==> src/rtl/hms_pkg.sv <==
// Shared definitions for the hour/minute/second timekeeper: mode encodings and field widths.
package hms_pkg;

    localparam logic [1:0] MODE_RUN   = 2'b00;
    localparam logic [1:0] MODE_SET_A = 2'b01;
    localparam logic [1:0] MODE_SET_B = 2'b10;
    localparam logic [1:0] MODE_CLEAR = 2'b11;

    localparam int SEC_W  = 6;
    localparam int HOUR_W = 5;

    function automatic logic is_set_mode(input logic [1:0] mode);
        return (mode == MODE_SET_A) || (mode == MODE_SET_B);
    endfunction

endpackage

==> src/rtl/hms_field_cnt.sv <==
// One time field: a mod-(MAX+1) counter with range-checked load, clear and a terminal-count flag.
module hms_field_cnt
    import hms_pkg::*;
#(
    parameter int W   = 6,
    parameter int MAX = 59
) (
    input  logic             clk,
    input  logic             rst,
    input  logic             inc,
    input  logic             load,
    input  logic [SEC_W-1:0] load_val,
    input  logic             clear,
    output logic [W-1:0]     value,
    output logic             at_max,
    output logic             reject
);

    logic in_range;

    // Compare the full 6-bit load value so a narrower field also rejects any set upper bit.
    assign in_range = (load_val <= SEC_W'(MAX));
    assign at_max   = (value == W'(MAX));
    assign reject   = load && !in_range;

    always_ff @(posedge clk) begin
        if (!rst) begin
            value <= '0;
        end else if (clear) begin
            value <= '0;
        end else if (load && in_range) begin
            value <= load_val[W-1:0];
        end else if (inc) begin
            value <= at_max ? '0 : value + 1'b1;
        end
    end

endmodule

==> src/rtl/hms_timekeeper.sv <==
// Running hh:mm:ss registers with run/set/clear modes and a day-wrap pulse.
// Optional hourly chime output when HMS_HOURLY_CHIME_EN is defined.
module hms_timekeeper
    import hms_pkg::*;
#(
    parameter int SEC_MAX  = 59,
    parameter int MIN_MAX  = 59,
    parameter int HOUR_MAX = 23
) (
    input  logic              clk,
    input  logic              rst,
    input  logic              tick,
    input  logic [1:0]        state,
    input  logic [SEC_W-1:0]  num,
    input  logic              sec_enable,
    input  logic              min_enable,
    input  logic              hour_enable,
    output logic [SEC_W-1:0]  sec,
    output logic [SEC_W-1:0]  min,
    output logic [HOUR_W-1:0] hour,
    output logic              day_carry,
`ifdef HMS_HOURLY_CHIME_EN
    output logic              chime,
`endif
    output logic              set_err
);

    logic [1:0] mode_q;
    logic       run_mode, set_mode, clr_mode;
    logic       sec_inc, min_inc, hour_inc, day_wrap;
    logic       sec_tc, min_tc, hour_tc;
    logic       sec_rej, min_rej, hour_rej;

    // Mode is registered so every decision lags a state change by one clk.
    always_ff @(posedge clk) begin
        if (!rst) begin
            mode_q <= MODE_RUN;
        end else begin
            mode_q <= state;
        end
    end

    assign run_mode = (mode_q == MODE_RUN);
    assign set_mode = is_set_mode(mode_q);
    assign clr_mode = (mode_q == MODE_CLEAR);

    assign sec_inc  = run_mode && tick;
    assign min_inc  = sec_inc && sec_tc;
    assign hour_inc = min_inc && min_tc;
    assign day_wrap = hour_inc && hour_tc;

    hms_field_cnt #(.W(SEC_W), .MAX(SEC_MAX)) u_sec (
        .clk      (clk),
        .rst      (rst),
        .inc      (sec_inc),
        .load     (set_mode && sec_enable),
        .load_val (num),
        .clear    (clr_mode),
        .value    (sec),
        .at_max   (sec_tc),
        .reject   (sec_rej)
    );

    hms_field_cnt #(.W(SEC_W), .MAX(MIN_MAX)) u_min (
        .clk      (clk),
        .rst      (rst),
        .inc      (min_inc),
        .load     (set_mode && min_enable),
        .load_val (num),
        .clear    (clr_mode),
        .value    (min),
        .at_max   (min_tc),
        .reject   (min_rej)
    );

    hms_field_cnt #(.W(HOUR_W), .MAX(HOUR_MAX)) u_hour (
        .clk      (clk),
        .rst      (rst),
        .inc      (hour_inc),
        .load     (set_mode && hour_enable),
        .load_val (num),
        .clear    (clr_mode),
        .value    (hour),
        .at_max   (hour_tc),
        .reject   (hour_rej)
    );

    // Status pulses are registered so they line up with the field values they describe.
    always_ff @(posedge clk) begin
        if (!rst) begin
            day_carry <= 1'b0;
            set_err   <= 1'b0;
        end else begin
            day_carry <= day_wrap;
            set_err   <= sec_rej || min_rej || hour_rej;
        end
    end

`ifdef HMS_HOURLY_CHIME_EN
    always_ff @(posedge clk) begin
        if (!rst) begin
            chime <= 1'b0;
        end else begin
            chime <= hour_inc;
        end
    end
`endif

endmodule

==> config.mk <==
export PLATFORM = sky130hd
export DESIGN_NAME = hms_timekeeper
export DESIGN_NICKNAME = d
export VERILOG_FILES = /design/src/rtl/hms_pkg.sv /design/src/rtl/hms_field_cnt.sv /design/src/rtl/hms_timekeeper.sv
export SDC_FILE = /design/constraint.sdc
export NUM_CORES = 1
export LEC_CHECK = 0
export ABC_AREA = 1
export BUFFER_PORTS_ARGS = -buffer_cell sky130_fd_sc_hd__buf_2
export CAP_MARGIN = 30
export CORE_MARGIN = 4
export CORE_UTILIZATION = 53
export CTS_BUF_LIST = sky130_fd_sc_hd__clkbuf_8 sky130_fd_sc_hd__clkbuf_16
export CTS_CLUSTER_DIAMETER = 200
export DETAILED_ROUTE_END_ITERATION = 6
export GPL_TIMING_DRIVEN = 0
export PLACE_DENSITY_LB_ADDON = 0.3
export SYNTH_ARGS = -nofsm -noshare
export SYNTH_HDL_FRONTEND = slang
export SYNTH_SLANG_ARGS = --single-unit
==> constraint.sdc <==
create_clock -name clk -period 1.7 [get_ports clk]
set_input_delay 0.34 -clock clk [delete_from_list [all_inputs] [get_ports clk]]
set_output_delay 0.34 -clock clk [all_outputs]
set_load 0.01 [all_outputs]
======== Word level (Yosys, flattened, before mapping) ========
Index checks and enable logic that the tools add are counted.
cells by class
  add/subtract/negate cells ............... 3
  magnitude comparators ................... 2
  equal/unequal tests ..................... 6
  muxes and demuxes ....................... 9
  bitwise gates (word level) .............. 1
  reductions and logical operators ........ 23
operators with widths
  kind                                                  number
  2-to-1 mux 6 bit                                      6
  2-to-1 mux 5 bit                                      3
  logical AND 1 bit                                     13
  adder 6 x 1 -> 6 bit (second input constant)          2
  equality test 6 bit (second input constant)           2
  <= comparator 6 x 5 -> 1 bit (second input constant)  1
  <= comparator 6 bit (second input constant)           1
  nonzero test 2 bit                                    3
  adder 5 x 1 -> 5 bit (second input constant)          1
  equality test 5 bit (second input constant)           1
  equality test 2 bit (second input constant)           2
  logical OR 1 bit                                      3
  equality test 2 x 1 -> 1 bit (second input constant)  1
  logical NOT 1 bit                                     2
  logical NOT 2 bit                                     1
  OR reduction 2 bit                                    1
  inverter 1 bit                                        1
word-level totals
  register bits ........................... 21
  bits of input ports ..................... 14
  output and inout bits ................... 19
  word-level logic and storage cells ...... 50

======== Longest topological paths before layout ========
Gate-level depths: netlist of run 1.
  depth after elaboration ................. 6
  mapped depth ............................ 10
  mapped depth without buffers ............ 10

======== Hierarchy ========
Synthesis of run 1 repeated with hierarchy kept, for this count alone.
second synthesis, totals
  cells, all modules ...................... 241
  area, all modules ....................... 1490.2 sq um
modules (own cells, without submodules)
  module                      instances  cells an instance  area each (sq um)  sequential area each (sq um)
  hms_field_cnt at u_min ...  2          75                 460.4              120.1
  hms_field_cnt at u_hour     1          62                 367.9              100.1
  hms_timekeeper              1          29                 201.4              80.1

======== Worst setup path before layout of run 1 ========
Ideal clock, no wire load.
  kind .................................... register to register
  from .................................... register u_sec.value[0]
  to ...................................... register u_min.value[3]
  setup time .............................. 0.128 ns
  arrival time ............................ 1.279 ns
  required time ........................... 1.572 ns
  path slack .............................. 0.294 ns
  cell stages (with the launch flop) ...... 9
  path buffers ............................ 0
  period minus slack after synthesis ...... 1.406 ns
  path through ............................ dfxtp_1 ha_1 nand3_1 nor2_4 nand2_2 nand3_1 nand2_1 nor2_1 nor2_1
on the way
  word-level cells in the longest chain between the ends .. 3
ends and longest elaborated chain
  item                          line                  RTL
  from (decl)                   hms_field_cnt.sv:14   output logic [W-1:0] value,
  from (signal assigned)        hms_field_cnt.sv:32   value <= load_val[W-1:0];
  from (signal assigned)        hms_field_cnt.sv:34   value <= at_max ? '0 : value + 1'b1;
  equality test 6 bit           hms_field_cnt.sv:23   assign at_max = (value == W'(MAX));
  logical AND 1 bit             hms_timekeeper.sv:48  assign min_inc = sec_inc && sec_tc;
  nonzero test 2 bit (no line)  -
  to (signal assigned)          hms_field_cnt.sv:32
  to (signal assigned)          hms_field_cnt.sv:34
  to (decl)                     hms_field_cnt.sv:14
Every way passes these cells.
A chain may end at the register's enable or synchronous reset.

======== Final worst setup path of run 1 ========
  from .................................... register mode_q[0]
  to ...................................... register u_sec.value[5]
on the way
  word-level cells in the longest chain between the ends .. 5
  elaborated cells between the ends (all ways) .. 11
  those cells by class .................... eq/ne: 3; mux: 1; reduce/logical: 7
ends and longest elaborated chain
  item                                                                 line                  RTL
  from (decl)                                                          hms_timekeeper.sv:28  logic [1:0] mode_q;
  from (signal assigned)                                               hms_timekeeper.sv:39  mode_q <= state;
  equality test 2 x 1 -> 1 bit or equality test 2 bit (tied branches)  hms_pkg.sv:13         return (mode == MODE_SET_A) || (mode == MODE_SET_B);
  logical OR 1 bit                                                     hms_pkg.sv:13
  logical AND 1 bit                                                    hms_timekeeper.sv:56  .load (set_mode && sec_enable),
  logical AND 1 bit                                                    hms_field_cnt.sv:31   end else if (load && in_range) begin
  2-to-1 mux 6 bit or nonzero test 2 bit (tied branches)               -
Several ways; a longest one is shown, not always the timed one.

==> flow_metrics.py, run 1 <==
metrics = {
    "run_status": {
        "status": "complete, no violations",
    },
    "synthesis": {
        "synth-seq-area-share_pct": 29.66,
        "synth_edf_count": 0,
        "synth_flop_cell": "dfxtp_1",
        "ys_types": 26,
        "synth-seq-cells": 21,
        "synth_async_sr_flop_share_pct": 0,
        "avgSynthCellArea_um2": 6.624,
        "synth_area_leaders": "dfxtp_1 (30%), nand2_1 (16%), nor2_1 (9.0%), nand3_1 (6.7%), inv_1 (5.3%)",
        "synth_nets": 233,
        "ys.warnings.count": 0,
        "synth_top_area_share_pct": 29.66,
        "yosysTopAreaCell": "dfxtp_1",
        "netlist_area_um2": 1418,
        "syn_inst": 214,
    },
    "power": {
        "p_leak_nw": 0.7892,
        "powerDensity_nw_per_um2": 663.8,
        "ir_drop_mv": 0.4607,
        "finalPower_mw": 1.103,
    },
    "setup_path": {
        "crit_slowest_cell": "dfxtp_1",
        "crit_buf_inv": 2,
        "path_cells": "inv_1 -> ha_1 -> nand2_1 -> inv_1 -> o21ai_2 -> nand3_1 -> nor2_1 -> nor2_1 -> nor2_1",
        "critPathMaxStageDelay_ps": 340,
        "worst_setup_path_end_kind": "flop",
        "crit_top_cell": "nor2_1",
        "crit_fanout": 4,
        "worstRegToRegCells": 9,
        "crit_family": "simple AND/OR/NAND/NOR gates",
        "cp.arrival_ps": 1780,
        "cp.required_ps": 1900,
        "cp.depth": 9,
        "crit_type": "flop to flop",
        "cp-start-kind": "flop",
    },
    "finish": {
        "final_nets": 270,
        "design_area_um2": 1662,
        "nFillCells": 256,
        "layout_common_cells": "nand2_1 (62), nor2_1 (34), buf_2 (32), dfxtp_1 (21), inv_1 (20)",
        "diodes": 0,
        "utilization_pct": 65.87,
        "drive_gt1_share_pct": 22.00,
        "syn_to_final_growth_pct": 17.21,
        "mostFrequentLayoutCell": "nand2_1",
    },
    "cts": {
        "cts_max_level": 1,
        "hold_buffers": 0,
        "cts_root_buffer": "clkbuf_8",
        "cts_setup_buffers": 0,
        "cts_tree": "yes",
        "path_clk_slew_ps": 80,
        "cts_max_path_buffers": 2,
        "cts_inserted_buffers": 3,
        "clkLatencyLatePin_ps": 260,
        "postCtsResizedCells": 0,
        "clock_sinks": 21,
    },
    "placement": {
        "numPortBuffers": 32,
        "hpwlAfterDp_um": 2521,
        "gp_congestion": 0.8892,
        "postPlaceCellArea_um2": 1615,
    },
    "global_routing": {
        "grt_max_degree": 13,
        "grt_pass1_vias": 1278,
        "grt.overflow.total": 0,
        "grt_pass1_wl_um": 5485,
        "grt_antenna_before_repair": 0,
        "track_usage_pct": 19.79,
    },
    "min_path": {
        "hp-class": "input port to flop",
        "min_path_cells": 3,
    },
    "sta": {
        "timing.fmax_mhz": 633.0,
        "relSlewSlack_pct": 63.27,
        "setup_viol": 0,
        "final.period_utilization_pct": 92.93,
        "clock_skew_ps": 4.649,
        "rsz0062_at_grt": "true",
        "fin_setup_tns_ps": 0,
        "layout_min_cycle_time_ps": 1580,
        "maxSlewViolCount": 0,
        "tightest_slew_ps": 551.0,
        "hold_viol_final": 0,
    },
    "die": {
        "io_pins": 33,
        "start_util_pct": 56.20,
        "rows": 18,
        "fp.dieH_um": 59.72,
        "die_w_um": 59.72,
        "die_area_um2": 3566,
        "core_um2": 2522,
    },
    "drt": {
        "drtAntennaViolNets": 0,
        "wl_per_cell_um": 11.65,
        "vias": 1465,
        "wl_um": 3261,
        "post_drt_via_cell_ratio": 5.232,
        "drt_iter0_markers": 64,
        "drc": 0,
        "drtPass1Iterations": 4,
    },
    "run": {
        "max_cap_viol_count": 0,
    },
}
[per-stage QoR]
stage / cells / hold slack (ps) / worst slack, ps
detailed placement: 276 / 513.1 / 160.8
CTS: 280 / 258.0 / 133.9
global placement: 276 / 506.8 / 172.8
global route: 280 / 267.8 / -9.576
finish: 280 / 255.6 / 120.2
floorplan: 214 / 433.5 / 293.7
[power breakdown]
part | switching (mW) | internal (mW) | total (mW) | leakage [nW]
Clock | 0.168 | 0.163 | 0.331 | 0.0255
Combinational | 0.141 | 0.0851 | 0.226 | 0.593
Sequential | 0.0297 | 0.516 | 0.546 | 0.171
[worst paths after layout]
kind | end | startpoint | slack, ps
hold reg to reg | u_sec.value[1]$_SDFFE_PP0P_ | u_sec.value[1]$_SDFFE_PP0P_ | 530
hold / removal | mode_q[0]$_SDFF_PN0_ | state[0] | 260
setup / recovery | u_sec.value[5]$_SDFFE_PP0P_ | mode_q[0]$_SDFF_PN0_ | 120
setup reg to reg | u_sec.value[5]$_SDFFE_PP0P_ | mode_q[0]$_SDFF_PN0_ | 120
[sequential cells by signal (all words and copies together) (netlist names)]
signal,count
day_carry,1
u_hour.value,5
set_err,1
mode_q,2
u_min.value,6
u_sec.value,6
[cell type report]
class / instances / area (um2) / share of cell area, %
Buffer: 2 / 7.507 / 0.4518
Clock buffer: 3 / 41.29 / 2.485
Clock inverter: 1 / 5.005 / 0.3012
Inverter: 21 / 78.83 / 4.744
Multi-Input combinational cell: 170 / 910.9 / 54.82
Sequential cell: 21 / 420.4 / 25.30
Tap cell: 30 / 37.54 / 2.259
Timing Repair Buffer: 32 / 160.2 / 9.639
[kinds of logic (layout without fill, tap and decap cells)]
family / Yosys count / after routing / share of synthesized area, %
buffers and inverters: 23 / 59 / 6.090
adder cells (fa/ha/maj): 5 / 5 / 4.413
XOR/XNOR: 6 / 6 / 3.707
AO/OA/AOI/OAI: 22 / 22 / 9.092
AND/OR/NAND/NOR: 137 / 137 / 47.04
flip-flops: 21 / 21 / 29.66
[worst min-delay path, delay by kind of cell]
family	cells	cell delay (ps)
buffers and inverters	2	110
and+or+nand+nor	1	40
[per-layer routing]
metal	share of wire [%]	wire [um]	track usage, %
met1	47	1543	27.67
met2	44	1443	31.02
met3	7.0	227	3.024
met4	1.4	47	6.329
met5	0	0	0
[Yosys cell counts (2+ instances only)]
library cell,n
nand2_1,62
nor2_1,34
dfxtp_1,21
inv_1,20
nand3_1,19
o21ai_0,10
a21oi_1,8
nor2_4,6
ha_1,5
xnor2_1,5
nand2_4,3
nand4_1,3
clkbuf_1,2
nand2_2,2
nand3_4,2
nor3_1,2
Power figures use the tool's default switching activity.
==> run 2: changes to the inputs <==
--- a/config.mk
+++ b/config.mk
@@ -11,3 +11,3 @@
 export CORE_MARGIN = 4
-export CORE_UTILIZATION = 53
+export CORE_UTILIZATION = 50
 export CTS_BUF_LIST = sky130_fd_sc_hd__clkbuf_8 sky130_fd_sc_hd__clkbuf_16
==> constraint.sdc (replaced) <==
create_clock -name clk -period 1.7 [get_ports clk]
set_input_delay 0 -clock clk [delete_from_list [all_inputs] [get_ports clk]]
set_output_delay 0 -clock clk [all_outputs]
set_load 0.01 [all_outputs]
==> run 2 against run 1 <==
  * Clock power down 2%
  * Global-route usage fell by 0.55 points
  * Non-clock buffer count is 4 higher
  * Largest power group unchanged
  * Highest routed layer unchanged
==> flow_metrics.py, run 2 (synthesized netlist as in run 1, its figures left out) <==
metrics = {
    "run_status": {
        "status": "complete, no violations",
    },
    "sta": {
        "setup_viol": 0,
        "tightest_slew_ps": 536.5,
        "maxSlewViolCount": 0,
        "timing.fmax_mhz": 650.7,
        "fin_setup_tns_ps": 0,
        "rsz0062_at_grt": "false",
        "clock_skew_ps": 5.701,
        "final.period_utilization_pct": 90.39,
        "hold_viol_final": 0,
        "relSlewSlack_pct": 64.23,
        "layout_min_cycle_time_ps": 1537,
    },
    "global_routing": {
        "grt.overflow.total": 0,
        "grt_max_degree": 12,
        "grt_pass1_vias": 1223,
        "grt_antenna_before_repair": 0,
        "track_usage_pct": 19.24,
        "grt_pass1_wl_um": 5444,
    },
    "drt": {
        "drt_iter0_markers": 69,
        "drtPass1Iterations": 4,
        "drtAntennaViolNets": 0,
        "wl_um": 3276,
        "wl_per_cell_um": 11.49,
        "drc": 0,
        "post_drt_via_cell_ratio": 5.130,
        "vias": 1462,
    },
    "finish": {
        "final_nets": 274,
        "largestRegisters": "u_min.value x6, u_sec.value x6, u_hour.value x5",
        "syn_to_final_growth_pct": 20.30,
        "fin_cells": 285,
        "design_area_um2": 1705,
        "mostFrequentLayoutCell": "nand2_1",
        "nFillCells": 253,
        "layout_common_cells": "nand2_1 (61), nor2_1 (34), buf_2 (32), inv_1 (21), dfxtp_1 (20)",
        "drive_gt1_share_pct": 22.05,
        "utilization_pct": 62.38,
        "diodes": 0,
    },
    "setup_path": {
        "crit_family": "buffers and inverters",
        "cp.arrival_ps": 1730,
        "crit_type": "flop to flop",
        "crit_fanout": 10,
        "cp-start-kind": "flop",
        "crit_slowest_cell": "dfxtp_1",
        "path_cells": "ha_1 -> nor2_1 -> inv_1 -> clkbuf_1 -> a21oi_1",
        "critPathMaxStageDelay_ps": 320,
        "crit_buf_inv": 2,
        "worst_setup_path_end_kind": "flop",
        "cp.required_ps": 1890,
    },
    "placement": {
        "dp_cells": 277,
        "hpwlAfterDp_um": 2495,
        "gp_congestion": 0.8553,
        "postPlaceCellArea_um2": 1617,
        "numPortBuffers": 32,
    },
    "die": {
        "start_util_pct": 51.85,
        "io_pins": 33,
        "rows": 19,
        "die_w_um": 61.25,
        "core_um2": 2734,
        "die_area_um2": 3751,
        "fp.dieH_um": 61.25,
    },
    "cts": {
        "clock_sinks": 21,
        "cts_root_buffer": "clkbuf_8",
        "cts_tree": "yes",
        "cts_setup_buffers": 0,
        "cts_max_level": 1,
        "cts_max_path_buffers": 2,
        "cts_inserted_buffers": 3,
        "path_clk_slew_ps": 80,
        "clkLatencyLatePin_ps": 260,
    },
    "power": {
        "ir_drop_mv": 0.4435,
        "p_leak_nw": 0.8053,
        "finalPower_mw": 1.105,
        "powerDensity_nw_per_um2": 648.0,
    },
    "min_path": {
        "hp-class": "input port to flop",
    },
    "run": {
        "max_cap_viol_count": 0,
    },
}
## run 2: cell count changes in the layout (fill, tap and decap cells not counted)
| cell | previous run | this run |
|---|---|---|
| dlygate4sd3_1 | 0 | 4 |
| clkinv_2 | 1 | 0 |
| dfxtp_1 | 21 | 20 |
| dfxtp_2 | 0 | 1 |
| inv_1 | 20 | 21 |
| nand2_1 | 62 | 61 |
| nand2_2 | 2 | 3 |
| o21ai_0 | 10 | 9 |
| o21ai_1 | 0 | 1 |
## run 2: what timing repair did
item / in CTS / in global routing
endpoints found under the setup margin: 0 / 2
resized for setup: 0 / 3
hold endpoints to repair: 2 / 0
hold buffers: 4 / 0
## run 2: final cells by class
| type | count | area (um2) | area share [%] |
|---|---|---|---|
| multi-input cells | 170 | 913.4 | 53.56 |
| plain buffers | 2 | 7.507 | 0.4402 |
| flip-flops and latches | 21 | 421.7 | 24.72 |
| clock inverters | 1 | 3.754 | 0.2201 |
| inverters | 21 | 78.83 | 4.622 |
| clock buffers | 3 | 41.29 | 2.421 |
| repair buffers | 36 | 200.2 | 11.74 |
| well taps | 31 | 38.79 | 2.274 |
## run 2: worst register-to-register path, delay by kind of cell, from the launching register on
family	cells	cell delay [ps]
AOI/OAI and AO/OA	1	190
adders and majority gates	1	190
buffers and inverters	2	490
DFF	1	320
and+or+nand+nor	1	280
## run 2: per-layer routing
metal	global-route usage (%)	vias up	share of wire [%]
met5	0	-	0
li1	-	765	-
met1	26.21	651	47
met3	2.725	7	4.4
met4	9.288	0	2.1
met2	29.76	39	46
## run 2: through the flow
| stage | setup slack, ps | hold slack (ps) |
|---|---|---|
| floorplan | 293.7 | 93.45 |
| global placement | 165.3 | 182.5 |
| detailed placement | 152.8 | 184.6 |
| CTS | 133.7 | 50.70 |
| global route | 7.382 | 53.22 |
| finish | 163.3 | 48.75 |
## run 2: final timing paths
check | cells after the start | slack [ps] | startpoint | endpoint
hold / removal | 3 | 50 | num[1] | u_sec.value[1]$_SDFFE_PP0P_
setup / recovery | 5 | 160 | mode_q[0]$_SDFF_PN0_ | u_hour.value[3]$_SDFFE_PP0P_
hold reg to reg | 2 | 530 | u_sec.value[1]$_SDFFE_PP0P_ | u_sec.value[1]$_SDFFE_PP0P_
setup reg to reg | 5 | 160 | mode_q[0]$_SDFF_PN0_ | u_hour.value[3]$_SDFFE_PP0P_
## run 2: power by group
group,switching (mW),leakage [nW],total [mW],internal (mW)
combinational,0.142,0.607,0.234,0.0918
sequential,0.0302,0.172,0.547,0.517
clock,0.163,0.0269,0.324,0.161
==> run 3: changes to the inputs <==
- CELL_PAD_IN_SITES_DETAIL_PLACEMENT: unset -> 0
- CELL_PAD_IN_SITES_GLOBAL_PLACEMENT: unset -> 2
- CORE_UTILIZATION: 50 -> 28
==> run 3 against run 2 <==
  * Design area is 2.8% higher
  * Cell count grew 13%
  * Clock power rose by 6%
  * Clock skew decreased by 1.5 ps
  * Critical path type unchanged
  * Utilization decreased by 26 points
  * Die area up 67%
  * Power is 2.0% higher
  * First-iteration DRC count down 33%
  * Register-to-register slack hardly changed
  * Global-route usage down 5.3 points
  * Sequential cell count unchanged
  * Wire length up 21%
==> flow_metrics.py, run 3 (synthesized netlist as in run 1, its figures left out) <==
metrics = {
    "die": {
        "rows": 25,
        "core_um2": 4817,
        "die_area_um2": 6266,
        "start_util_pct": 29.43,
        "io_pins": 33,
        "fp.dieH_um": 79.16,
        "die_w_um": 79.16,
    },
    "finish": {
        "nFillCells": 558,
        "syn_to_final_growth_pct": 23.65,
        "drive_gt1_share_pct": 22.05,
        "largestRegisters": "u_min.value x6, u_sec.value x6, u_hour.value x5",
        "regArea_um2": 421.7,
        "multi_input_comb_area_um2": 915.9,
        "final_nets": 274,
        "mostFrequentLayoutCell": "nand2_1",
        "layout_common_cells": "nand2_1 (62), nor2_1 (34), buf_2 (32), inv_1 (21), dfxtp_1 (20)",
        "diodes": 0,
    },
    "setup_path": {
        "path_cells": "ha_1 -> nor2_1 -> inv_1 -> clkbuf_1 -> a21oi_1",
        "cp.arrival_ps": 1740,
        "crit_type": "flop to flop",
        "r2r-end": "u_hour.value[1]$_SDFFE_PP0P_",
        "worstRegToRegCells": 5,
        "r2r_start": "mode_q[0]$_SDFF_PN0_",
        "worst_setup_path_end_kind": "flop",
        "crit_fanout": 10,
        "critPathMaxStageDelay_ps": 320,
        "cp.required_ps": 1900,
        "cp-start-kind": "flop",
        "crit_family": "buffers and inverters",
        "reg2reg_slack_ps": 160,
        "crit_start": "mode_q[0]$_SDFF_PN0_",
        "crit_buf_inv": 2,
        "crit_slowest_cell": "dfxtp_1",
    },
    "drt": {
        "drt_iter0_markers": 46,
        "drtAntennaViolNets": 0,
        "drc": 0,
        "wl_per_cell_um": 12.34,
        "post_drt_via_cell_ratio": 4.377,
        "vias": 1405,
        "wl_um": 3961,
        "drtPass1Iterations": 4,
    },
    "cts": {
        "path_clk_slew_ps": 90,
        "cts_max_level": 1,
        "cts_inserted_buffers": 3,
        "cts_max_path_buffers": 2,
        "clkLatencyLatePin_ps": 260,
        "clock_sinks": 21,
        "cts_root_buffer": "clkbuf_8",
        "cts_tree": "yes",
    },
    "sta": {
        "layout_min_cycle_time_ps": 1542,
        "fin_setup_tns_ps": 0,
        "timing.fmax_mhz": 648.6,
        "holdWs_ps": 36.79,
        "maxSlewViolCount": 0,
        "hold_viol_final": 0,
        "clock_skew_ps": 4.225,
        "setup_viol": 0,
        "final.period_utilization_pct": 90.70,
        "relSlewSlack_pct": 64.80,
        "tightest_slew_ps": 528.0,
        "rsz0062_at_grt": "false",
    },
    "power": {
        "ir_drop_mv": 0.2448,
        "power_frac_seq_pct": 48.5,
        "p_sw_mw": 0.3573,
        "pwr-share-comb_pct": 21.1,
        "p_sw_share_pct": 31.70,
        "p_clk_share_pct": 30.4,
        "intPower_mw": 0.7699,
        "p_leak_nw": 0.8067,
        "powerDensity_nw_per_um2": 643.0,
    },
    "global_routing": {
        "grt_pass1_wl_um": 6803,
        "grt_util_met3_pct": 2.268,
        "grt_max_degree": 12,
        "grt_antenna_before_repair": 0,
        "grt_use_met2_pct": 22.39,
        "grt_pass1_vias": 1368,
        "grt.overflow.total": 0,
        "busiest_layer": "met2",
        "track_usage_pct": 13.93,
        "met1_usage_pct": 19.08,
    },
    "min_path": {
        "min_to": "set_err$_SDFF_PN0_",
        "min_path_cells": 3,
        "hold_path_startpoint": "rst",
        "hp-class": "input port to flop",
    },
    "placement": {
        "hpwlAfterDp_um": 2990,
        "gp_congestion": 0.7516,
        "numPortBuffers": 32,
    },
    "run": {
        "max_cap_viol_count": 0,
    },
    "run_status": {
        "status": "complete, no violations",
    },
}
-- run 3: worst min-delay path: stages --
cell     delay [ps]
buf_2           110
inv_1            90
a21oi_1          50
-- run 3: stage by stage --
stage | setup WS [ps] | std cells | cell area, um2 | total power [mW] | utilization [%]
detailed placement | 144.7 | 313 | 1662 | 0.7904 | 34.49
CTS | 120.0 | 321 | 1747 | 1.143 | 36.26
finish | 158.1 | 321 | 1753 | 1.127 | 36.39
floorplan | 293.7 | 214 | 1418 | 0.7054 | -
global route | 8.557 | 321 | 1753 | 1.210 | 36.39
global placement | 134.5 | 313 | 1662 | 0.7914 | 34.49
-- run 3: what timing repair did --
action,CTS,global route
gates resized for setup,0,2
endpoints found under the setup margin,0,7
hold buffers,4,0
hold endpoints to repair,2,0
setup buffers,0,0
-- run 3: layout make-up --
class                      count  share of cell area (%)
buffer                         2                  0.4283
tap                           67                   4.782
multi-input combinational    170                   52.25
clock buffer                   3                   2.355
sequential                    21                   24.05
inverter                      21                   4.497
clock inverter                 1                  0.2141
timing repair buffer          36                   11.42
-- run 3: worst max-delay path by stage --
stage	endpoint	cells past startpoint	slack [ps]
global route	u_min.value[4]$_SDFFE_PP0P_	10	9
finish	u_hour.value[1]$_SDFFE_PP0P_	5	160
detailed placement	u_sec.value[4]$_SDFFE_PP0P_	9	140
floorplan	u_min.value[3]$_SDFFE_PP0P_	8	290
global placement	u_hour.value[1]$_SDFFE_PP0P_	5	130
CTS	u_sec.value[4]$_SDFFE_PP0P_	9	120
-- run 3: power by group through the flow --
stage	sequential, mW	combinational, mW	clock [mW]
2_1_floorplan	0.564	0.142	0
3_3_place_gp	0.558	0.233	0
3_5_place_dp	0.558	0.232	0
4_1_cts	0.547	0.240	0.356
5_1_grt	0.552	0.273	0.384
6_report	0.547	0.238	0.343
-- run 3: metal layers --
metal	vias up	wire (um)	share of wire [%]
li1	763	-	-
met1	617	1986	50
met2	23	1817	46
met3	2	127	3.2
met4	0	29	0.73
met5	-	0	0
